===== src/rtl/blob_ram_sched_pkg.sv =====
// Shared definitions for the blob statistics RAM scheduler: default widths,
// record field offsets and scanner state encoding.
package blob_ram_sched_pkg;

    localparam int BLOB_AW = 11;
    localparam int BLOB_NW = 19;
    localparam int BLOB_CW = 10;
    localparam int BLOB_FD = 4;
    localparam int BLOB_RW = BLOB_NW + 4 * BLOB_CW;

    // Record layout {npix, x0, y0, xn, yn}, yn in the low bits
    localparam int YN_LSB   = 0;
    localparam int XN_LSB   = BLOB_CW;
    localparam int Y0_LSB   = 2 * BLOB_CW;
    localparam int X0_LSB   = 3 * BLOB_CW;
    localparam int NPIX_LSB = 4 * BLOB_CW;

    // Labels 0 and 1 are reserved; the scan always starts at label 2
    localparam int FIRST_LABEL = 2;

    // Scanner state encoding
    localparam int         ST_W    = 3;
    localparam logic [2:0] ST_IDLE = 3'd0;
    localparam logic [2:0] ST_RD   = 3'd1;
    localparam logic [2:0] ST_WT   = 3'd2;
    localparam logic [2:0] ST_OUT  = 3'd3;
    localparam logic [2:0] ST_CLR  = 3'd4;
    localparam logic [2:0] ST_DONE = 3'd5;

endpackage


===== src/rtl/blob_sync_fifo.sv =====
// Small synchronous FIFO buffering merge-writer records until the RAM port
// is free. A push while full is ignored, even if a pop happens that cycle.
module blob_sync_fifo #(
    parameter int W     = 8,
    parameter int DEPTH = 4
) (
    input  logic         clk,
    input  logic         reset,
    input  logic         push,
    input  logic [W-1:0] wdata,
    input  logic         pop,
    output logic [W-1:0] rdata,
    output logic         full,
    output logic         empty
);
    localparam int PW = $clog2(DEPTH);

    logic [W-1:0]  mem_q [DEPTH];
    logic [PW-1:0] wr_ptr_q, wr_ptr_d;
    logic [PW-1:0] rd_ptr_q, rd_ptr_d;
    logic [PW:0]   count_q, count_d;
    logic          do_push_s, do_pop_s;

    assign full      = (count_q == (PW + 1)'(DEPTH));
    assign empty     = (count_q == '0);
    assign do_push_s = push & ~full;
    assign do_pop_s  = pop & ~empty;
    assign rdata     = mem_q[rd_ptr_q];

    // Next pointer and occupancy values
    always_comb begin
        wr_ptr_d = wr_ptr_q;
        rd_ptr_d = rd_ptr_q;
        count_d  = count_q;
        if (do_push_s) begin
            wr_ptr_d = wr_ptr_q + PW'(1'b1);
        end else begin
            wr_ptr_d = wr_ptr_q;
        end
        if (do_pop_s) begin
            rd_ptr_d = rd_ptr_q + PW'(1'b1);
        end else begin
            rd_ptr_d = rd_ptr_q;
        end
        case ({do_push_s, do_pop_s})
            2'b10:   count_d = count_q + (PW + 1)'(1'b1);
            2'b01:   count_d = count_q - (PW + 1)'(1'b1);
            default: count_d = count_q;
        endcase
    end

    // Pointer and occupancy registers
    always_ff @(posedge clk) begin
        if (reset) begin
            wr_ptr_q <= '0;
            rd_ptr_q <= '0;
            count_q  <= '0;
        end else begin
            wr_ptr_q <= wr_ptr_d;
            rd_ptr_q <= rd_ptr_d;
            count_q  <= count_d;
        end
    end

    // Storage array; contents are don't-care while empty so no reset
    always_ff @(posedge clk) begin
        if (do_push_s) begin
            mem_q[wr_ptr_q] <= wdata;
        end
    end

endmodule


===== src/rtl/blob_ram_sched.sv =====
// Arbitrates one single-port statistics RAM between the pixel updater
// (highest priority, zero latency), a buffered merge writer, and an
// end-of-frame scanner that reads out and clears labels 2..last_label.
module blob_ram_sched
    import blob_ram_sched_pkg::*;
#(
    parameter int AW = BLOB_AW,
    parameter int NW = BLOB_NW,
    parameter int CW = BLOB_CW,
    parameter int FD = BLOB_FD
) (
    input  logic                 clk,
    input  logic                 reset,
    input  logic                 p_wr,
    input  logic [AW-1:0]        p_addr,
    input  logic [NW+4*CW-1:0]   p_data,
    input  logic                 m_wr,
    input  logic [AW-1:0]        m_addr,
    input  logic [NW+4*CW-1:0]   m_data,
    output logic                 m_full,
    output logic                 m_ovf,
    input  logic                 frame_end,
    input  logic [AW-1:0]        last_label,
    output logic                 o_valid,
    output logic [AW-1:0]        o_addr,
    output logic [NW+4*CW-1:0]   o_data,
    input  logic                 o_ready,
    output logic                 busy,
    output logic                 scan_done,
    output logic [AW-1:0]        ram_addr,
    output logic [NW+4*CW-1:0]   ram_wdata,
    output logic                 ram_wr,
    output logic                 ram_rd,
    input  logic [NW+4*CW-1:0]   ram_rdata
);
    localparam int RW = NW + 4 * CW;

    logic [ST_W-1:0] state_q, state_d;
    logic [AW-1:0]   addr_q, addr_d;
    logic [AW-1:0]   last_q, last_d;
    logic [AW-1:0]   o_addr_q, o_addr_d;
    logic [RW-1:0]   o_data_q, o_data_d;
    logic            m_ovf_q, m_ovf_d;

    logic            fifo_full_s, fifo_empty_s, fifo_push_s, fifo_pop_s;
    logic [AW+RW-1:0] fifo_head_s;
    logic            scan_gnt_s, scan_rd_s, scan_wr_s;

    // Drop is decided against the full flag at the start of the cycle
    assign fifo_push_s = m_wr & ~fifo_full_s;
    assign fifo_pop_s  = ~reset & ~p_wr & ~fifo_empty_s;
    assign scan_gnt_s  = ~p_wr & fifo_empty_s;

    blob_sync_fifo #(
        .W     (AW + RW),
        .DEPTH (FD)
    ) u_fifo (
        .clk   (clk),
        .reset (reset),
        .push  (fifo_push_s),
        .wdata ({m_addr, m_data}),
        .pop   (fifo_pop_s),
        .rdata (fifo_head_s),
        .full  (fifo_full_s),
        .empty (fifo_empty_s)
    );

    assign m_full    = fifo_full_s;
    assign m_ovf     = m_ovf_q;
    assign o_valid   = (state_q == ST_OUT);
    assign o_addr    = o_addr_q;
    assign o_data    = o_data_q;
    assign busy      = (state_q != ST_IDLE);
    assign scan_done = (state_q == ST_DONE);

    // Scanner next-state logic and overflow flag
    always_comb begin
        state_d   = state_q;
        addr_d    = addr_q;
        last_d    = last_q;
        o_addr_d  = o_addr_q;
        o_data_d  = o_data_q;
        scan_rd_s = 1'b0;
        scan_wr_s = 1'b0;
        m_ovf_d   = m_ovf_q | (m_wr & fifo_full_s);
        case (state_q)
            ST_IDLE: begin
                if (frame_end) begin
                    if (last_label >= AW'(FIRST_LABEL)) begin
                        last_d  = last_label;
                        addr_d  = AW'(FIRST_LABEL);
                        state_d = ST_RD;
                    end else begin
                        state_d = ST_DONE;
                    end
                end else begin
                    state_d = ST_IDLE;
                end
            end
            ST_RD: begin
                if (scan_gnt_s) begin
                    scan_rd_s = 1'b1;
                    state_d   = ST_WT;
                end else begin
                    state_d = ST_RD;
                end
            end
            ST_WT: begin
                o_data_d = ram_rdata;
                o_addr_d = addr_q;
                state_d  = ST_OUT;
            end
            ST_OUT: begin
                if (o_ready) begin
                    state_d = ST_CLR;
                end else begin
                    state_d = ST_OUT;
                end
            end
            ST_CLR: begin
                if (scan_gnt_s) begin
                    scan_wr_s = 1'b1;
                    if (addr_q == last_q) begin
                        state_d = ST_DONE;
                    end else begin
                        addr_d  = addr_q + AW'(1'b1);
                        state_d = ST_RD;
                    end
                end else begin
                    state_d = ST_CLR;
                end
            end
            ST_DONE: begin
                state_d = ST_IDLE;
            end
            default: begin
                state_d = ST_IDLE;
            end
        endcase
    end

    // Scanner and flag registers
    always_ff @(posedge clk) begin
        if (reset) begin
            state_q  <= ST_IDLE;
            addr_q   <= '0;
            last_q   <= '0;
            o_addr_q <= '0;
            o_data_q <= '0;
            m_ovf_q  <= 1'b0;
        end else begin
            state_q  <= state_d;
            addr_q   <= addr_d;
            last_q   <= last_d;
            o_addr_q <= o_addr_d;
            o_data_q <= o_data_d;
            m_ovf_q  <= m_ovf_d;
        end
    end

    // Fixed-priority RAM port mux: pixel updater, then FIFO head, then scanner
    always_comb begin
        ram_addr  = '0;
        ram_wdata = '0;
        ram_wr    = 1'b0;
        ram_rd    = 1'b0;
        if (reset) begin
            ram_wr = 1'b0;
        end else if (p_wr) begin
            ram_addr  = p_addr;
            ram_wdata = p_data;
            ram_wr    = 1'b1;
        end else if (!fifo_empty_s) begin
            ram_addr  = fifo_head_s[AW+RW-1:RW];
            ram_wdata = fifo_head_s[RW-1:0];
            ram_wr    = 1'b1;
        end else if (scan_rd_s) begin
            ram_addr = addr_q;
            ram_rd   = 1'b1;
        end else if (scan_wr_s) begin
            ram_addr = addr_q;
            ram_wr   = 1'b1;
        end else begin
            ram_wr = 1'b0;
        end
    end

endmodule


===== config.mk =====
export PLATFORM = sky130hd
export DESIGN_NAME = blob_ram_sched
export DESIGN_NICKNAME = d
export VERILOG_FILES = /design/src/rtl/blob_ram_sched_pkg.sv /design/src/rtl/blob_sync_fifo.sv /design/src/rtl/blob_ram_sched.sv
export SDC_FILE = /design/constraint.sdc
export NUM_CORES = 1
export LEC_CHECK = 0
export CELL_PAD_IN_SITES_DETAIL_PLACEMENT = 1
export CELL_PAD_IN_SITES_GLOBAL_PLACEMENT = 2
export CORE_MARGIN = 4
export CORE_UTILIZATION = 34
export DETAILED_ROUTE_END_ITERATION = 16
export PLACE_DENSITY = 0.8
export SYNTH_ARGS = -nofsm -noshare
export SYNTH_HDL_FRONTEND = slang
export SYNTH_SLANG_ARGS = --single-unit

===== constraint.sdc =====
create_clock -name clk -period 4.35 [get_ports clk]
set_input_delay 1.0875 -clock clk [delete_from_list [all_inputs] [get_ports clk]]
set_output_delay 1.0875 -clock clk [all_outputs]
set_load 0.01 [all_outputs]

==> results.ini, run 1 <==
[status]
status=complete, no violations

[critical_path]
critPathArrivalTime_ns=3.12
crit_required_ns=3.26
cp_common_cell=clkdlybuf4s50_1
cp_max_fo=20
timing.critical_path.max_delay_family=buffers and inverters
worstSetupPathType=input port to output pin
path_buf_inv=4
critPathLaunchType=input port
max_stage_delay_ns=0.59
crit_chain=clkdlybuf4s50_1 -> buf_4 -> nor3_2 -> buf_6 -> a22o_1 -> clkdlybuf4s50_1
reg2regPathDepth=5
endpoint_kind=output pin
cp_slowest_cell=clkdlybuf4s50_1
worst-path-stages=6

[timing]
finClkSkew_ns=0.0383
worst_pin_slew_ns=1.13
hold_slack_ns=0.452
setup_violations=0
relSlewSlack_pct=24.6
clock.fmax_ghz=0.238
rsz0062_at_grt=false
finalSetupTns_ns=0
hold_viol=0
period_needed_ns=4.21
timing.final.crit_share_pct=96.7
slew_violations=0

[detailed_routing]
viasPerCell=4.98
drc=0
drtIter0Drc=572
detail-route-antenna-nets=0
route.detailed.wl_per_inst_um=21.3
drtPass1Iterations=5
drt_wl_total_um=42200
vias=9892

[synth]
syn-instance-count=1003
synth_nets=1226
synthSimpleGateAreaFrac_pct=7.10
yosys_warnings=0
syn_avg_cell_area_um2=15.1
async_flop_share_pct=0
synthAdderAreaFrac_pct=0.629
ys_top_cells_by_area=edfxtp_1, dfxtp_1, mux4_2
synth_top_family_by_area=multiplexers
synth_flop_cell=edfxtp_1
yosysUniqueCellTypes=47
netlist.area_leader.share_pct=55.6
synth_common_cells=edfxtp_1, nand2_1, dfxtp_1, a21oi_1, mux4_2
synth-edff-count=280
synth_compound_area_share_pct=8.21
ys_seq_elements=385
post-synth-top-count-cell=edfxtp_1
synth_xor_area_share_pct=0.985
yosys.area.top_type=edfxtp_1
synthesis.area_um2=15100
synth_seq_area_share_pct=69.6
synth.area.mux_share_pct=11.4

[die]
fp-row-count=76
design.portCount=363
start_util_pct=34.8
dieArea_um2=47900
die_h_um=219
die_w_um=219
core_um2=43500

[pwr]
power_density_nw_per_um2=454
p_leak_nw=6.86
p_sw_mw=2.36
p_int_mw=7.11
combPwrFrac_pct=17.9
max-vdd-ir-drop_uv=286
seqPwrFrac_pct=45.5
sw_frac_of_total_pct=24.9
clkPwrFrac_pct=36.7

[place]
dp_hpwl_um=28500
gp_congestion=0.760
port_buffers=362

[global_routing]
met3_usage_pct=5.79
grt_max_degree=79
grt_pass1_wl_um=63800
use_met2_pct=28.4
grt_util_met1_pct=22.4
grt_busiest_layer=met2
antenna_found_initial=11
grt_overflow=0
first_global_vias=10700
track_usage_pct=17.3

[clocking]
tritoncts=built
cts_buffers=42
htreeDepth=2
cts_buffer_depth=3
root_buffer=clkbuf_16
clk_latency_ns=0.57
cts_setup_buffers=0
clk_pin_slew_ns=0.05
post_cts_resized=0
cts_hold_buf=0
clock_sinks=385

[layout]
nNetsFinal=1587
drive_above_1_share_pct=12.5
area_delta_synth_final_pct=38.2

[flow_run]
drv_cap=0

[hold_path]
hp-class=register to register
hold_depth=2

worst paths after layout:
kind / from / to / slack, ns
max: p_wr / ram_wdata[26] / 0.14
min: o_data[37] / o_data[37] / 0.45
max reg2reg: u_fifo.count_q[0] / u_fifo.mem_q[0][19] / 1.90
min reg2reg: o_data[37] / o_data[37] / 0.45
stage by stage:
stage / area (um2) / instances / utilization [%] / power (mW) / setup slack (ns)
finish: 20900 / 1986 / 48.0 / 9.48 / 0.143
global route: 20900 / 1984 / 48.0 / 9.94 / 0.0387
CTS: 20900 / 1983 / 48.0 / 9.65 / 0.0357
detailed placement: 19500 / 1905 / 44.9 / 6.11 / 0.116
global placement: 19500 / 1905 / 44.9 / 6.08 / 0.208
floorplan: 15100 / 1003 / - / 5.28 / 0.810
worst reg2reg max path: stages, from the launching register on:
cell     delay (ns)
dfxtp_1        0.38
inv_1          0.09
and3_1         0.20
nor2b_1        0.48
and2_4         0.65
buf_4          0.34
cells by family after synthesis:
kind of cell / Yosys count
AO/OA/AOI/OAI: 184
XOR/XNOR: 17
adder cells (fa/ha/maj): 7
buffers and inverters: 80
flip-flops: 385
multiplexers: 84
AND/OR/NAND/NOR: 246
layer usage:
| layer | vias to the layer above | wire length (um) |
|---|---|---|
| li1 | 4564 | - |
| met1 | 4908 | 17800 |
| met2 | 342 | 20000 |
| met3 | 62 | 3600 |
| met4 | 16 | 700 |
| met5 | - | 98 |
state kept, by name (all words and copies together), names as in the netlist, named ones only:
signal / cells
u_fifo.wr_ptr_q: 2
last_q: 11
addr_q: 11
u_fifo.mem_q: 280
state_q: 3
m_ovf: 1
u_fifo.rd_ptr_q: 2
u_fifo.count_q: 3
o_addr: 11
o_data: 59
power groups by stage:
stage               clock (mW)  combinational (mW)  sequential, mW
floorplan                    0               0.939            4.34
global placement             0                1.70            4.37
finish                    3.48                1.69            4.31
CTS                       3.60                1.73            4.32
global route              3.76                1.84            4.34
detailed placement           0                1.72            4.39
cell usage in the layout (no fill, tap or decap), types with 8 or more instances in the layout:
cell type and count:
clkdlybuf4s50_1 361, edfxtp_1 280, nand2_1 158, dfxtp_1 103, a21oi_1 87, mux4_2 70, a22o_1 59, clkbuf_16 43
nor2_1 28, buf_4 19, xor2_1 14, mux2i_1 14, a31oi_1 13, clkbuf_1 12, a22oi_1 9, inv_1 8
nor3_1 8, and3_1 8, clkinv_1 8, buf_12 8
layout make-up:
cell class / instances / area, um2
repair buffers: 389 / 3930
clock inverters: 22 / 224
well taps: 585 / 732
clock buffers: 56 / 1130
diodes: 3 / 7.51
flip-flops and latches: 385 / 10500
fillers: 4396 / 22600
multi-input cells: 538 / 4300
inverters: 8 / 30.0
Power figures use the tool's default switching activity.
==> run 2: changes to the inputs <==
--- a/config.mk
+++ b/config.mk
@@ -11,6 +11,7 @@
 export CORE_UTILIZATION = 34
 export DETAILED_ROUTE_END_ITERATION = 16
 export PLACE_DENSITY = 0.8
+export SLEW_MARGIN = 10
 export SYNTH_ARGS = -nofsm -noshare
 export SYNTH_HDL_FRONTEND = slang
 export SYNTH_SLANG_ARGS = --single-unit
==> constraint.sdc (replaced) <==
create_clock -name clk -period 4.71 [get_ports clk]
set_input_delay 1.1775 -clock clk [delete_from_list [all_inputs] [get_ports clk]]
set_output_delay 1.1775 -clock clk [all_outputs]
set_load 0.01 [all_outputs]
==> run 2 against run 1 <==
Net effect: clock-buffer cell count grew 1; sequential cell count stayed put; critical endpoint is now ram_wdata[38]; largest cell class unchanged; worst setup slack improved by 0.18 ns.
==> results.ini, run 2 (synthesized netlist as in run 1, its figures left out) <==
[layout]
area_delta_synth_final_pct=38.3
final_cell_mix=clkdlybuf4s50_1, edfxtp_1, nand2_1
top_register=u_fifo.mem_q
drive_above_1_share_pct=12.3  ; -0.22 points
largest_register_ffs=280  ; unchanged
final_common_cell=clkdlybuf4s50_1
nNetsFinal=1581  ; -0.38%
utilization_pct=48.1  ; +0.058 points

[detailed_routing]
drtPass1Iterations=5  ; unchanged
route.detailed.wl_per_inst_um=21.6  ; +1.5%
drt_wl_total_um=42700  ; +1.1%
detail-route-antenna-nets=0  ; unchanged
drc=0  ; unchanged
drtIter0Drc=618  ; +8.0%
vias=9893  ; +0.010%
viasPerCell=5.00  ; +0.36%

[die]
start_util_pct=34.8  ; unchanged
core_um2=43500  ; unchanged
die_h_um=219  ; unchanged
dieArea_um2=47900  ; unchanged
fp-row-count=76  ; unchanged
design.portCount=363  ; unchanged
die_w_um=219  ; unchanged

[pwr]
power_density_nw_per_um2=425  ; -6.3%
p_leak_nw=6.86  ; about the same
combPwrFrac_pct=17.4  ; -0.5 points
p_sw_mw=2.20  ; -6.9%
clkPwrFrac_pct=37.6  ; +0.9 points
seqPwrFrac_pct=45.0  ; -0.5 points
p_int_mw=6.69  ; -5.9%
sw_frac_of_total_pct=24.7  ; -0.20 points
max-vdd-ir-drop_uv=323  ; +13%

[clocking]
post_cts_resized=0  ; unchanged
htreeDepth=2  ; unchanged
cts_buffers=42  ; unchanged
root_buffer=clkbuf_16
clk_latency_ns=0.57  ; about the same
clock_sinks=385  ; unchanged
cts_buffer_depth=3  ; unchanged
clk_pin_slew_ns=0.05  ; about the same
cts_hold_buf=0  ; unchanged
cts_setup_buffers=0  ; unchanged
tritoncts=built

[critical_path]
timing.critical_path.max_delay_family=buffers and inverters
path_buf_inv=3  ; -1
crit_chain=clkdlybuf4s50_1 -> nor3_2 -> buf_12 -> a22o_1 -> clkdlybuf4s50_1
max_stage_delay_ns=0.56  ; -0.03 ns
cp_common_cell=clkdlybuf4s50_1
critPathLaunchType=input port
cp_max_fo=60  ; +200%
worstSetupPathType=input port to output pin
cp_slowest_cell=clkdlybuf4s50_1
critPathArrivalTime_ns=3.21  ; +0.09 ns
r2r_slack_ns=2.21  ; +0.31 ns
crit_required_ns=3.53  ; +0.27 ns
endpoint_kind=output pin

[global_routing]
first_global_vias=10600  ; -0.65%
grt_pass1_wl_um=64200  ; +0.58%
grt_max_degree=61  ; -23%
grt_overflow=0  ; unchanged
track_usage_pct=17.4  ; +0.13 points
antenna_found_initial=4  ; -7

[timing]
setup_violations=0  ; unchanged
rsz0062_at_grt=false
relSlewSlack_pct=30.1  ; +5.6 points
worst_pin_slew_ns=1.05  ; -0.0858 ns
clock.fmax_ghz=0.228
period_needed_ns=4.39
finClkSkew_ns=0.0142  ; -0.0241 ns
slew_violations=0  ; unchanged
finalSetupTns_ns=0  ; unchanged
hold_viol=0  ; unchanged
timing.final.crit_share_pct=93.2

[place]
dp_hpwl_um=28600  ; +0.35%
gp_congestion=0.780  ; +2.6%
port_buffers=362  ; unchanged

[status]
status=complete, no violations

[flow_run]
drv_cap=0  ; unchanged

[hold_path]
hp-class=register to register

run 2: cell types whose count changed in the layout (fill, tap and decap cells not counted), sizes merged:
cell      delta
clkbuf       +1
clkinv       -2
buf          -6
inv          -1
clkinvlp     -1
bufinv       +2
run 2: cell type report:
cell class | instances | area [um2]
multi-input combinational | 538 | 4300
clock buffer | 57 | 1150
antenna | 3 | 7.51
clock inverter | 20 | 272
tap | 585 | 732
inverter | 8 | 30.0
timing repair buffer | 383 | 3890
sequential | 385 | 10500
fill | 4365 | 22600
run 2: tightest hold or removal path: cells and delay by family (launching register included):
kind | cells | cell delay [ns]
AND/OR/NAND/NOR | 1 | 0.05
flip-flops | 1 | 0.30
AO/OA/AOI/OAI | 1 | 0.05
run 2: power groups by stage:
| stage | logic [mW] | clock network [mW] | registers, mW |
|---|---|---|---|
| floorplan | 0.867 | 0 | 4.01 |
| global placement | 1.55 | 0 | 4.06 |
| detailed placement | 1.56 | 0 | 4.08 |
| CTS | 1.58 | 3.45 | 4.01 |
| global route | 1.66 | 3.62 | 4.03 |
| finish | 1.55 | 3.35 | 4.00 |
run 2: path summary, 6_finish.rpt:
path                                        start                end  cells past startpoint
worst min-delay path                   o_data[13]         o_data[13]                      2
worst min register to register         o_data[13]         o_data[13]                      2
worst max register to register  u_fifo.count_q[0]  u_fifo.count_q[2]                      9
worst max-delay path                         p_wr      ram_wdata[38]                      5
run 2: layer usage:
| metal | vias to the layer above | wire [um] | global-route usage (%) |
|---|---|---|---|
| met5 | - | 32 | 0 |
| met4 | 6 | 857 | 4.15 |
| met3 | 52 | 3700 | 5.98 |
| met2 | 354 | 19800 | 28.3 |
| met1 | 4930 | 18300 | 22.8 |
| li1 | 4551 | - | - |
run 2: metrics by stage:
| stage | cells | hold slack, ns | instance area [um2] | setup WS (ns) | total power, mW |
|---|---|---|---|---|---|
| 2_1_floorplan | 1003 | 0.474 | 15100 | 1.08 | 4.88 |
| 3_3_place_gp | 1899 | 0.441 | 19500 | 0.386 | 5.62 |
| 3_5_place_dp | 1899 | 0.448 | 19500 | 0.329 | 5.64 |
| 4_1_cts | 1976 | 0.455 | 20900 | 0.295 | 9.04 |
| 5_1_grt | 1976 | 0.467 | 20900 | 0.255 | 9.31 |
| 6_report | 1979 | 0.449 | 20900 | 0.320 | 8.89 |
==> run 3: changes to the inputs <==
--- a/config.mk
+++ b/config.mk
@@ -11,6 +11,7 @@
 export CORE_UTILIZATION = 34
 export DETAILED_ROUTE_END_ITERATION = 16
 export PLACE_DENSITY = 0.8
+export SKIP_CTS_REPAIR_TIMING = 1
 export SLEW_MARGIN = 10
 export SYNTH_ARGS = -nofsm -noshare
 export SYNTH_HDL_FRONTEND = slang
==> results of run 3 <==
The final DEF is identical to that of run 2; final timing and power are the same.
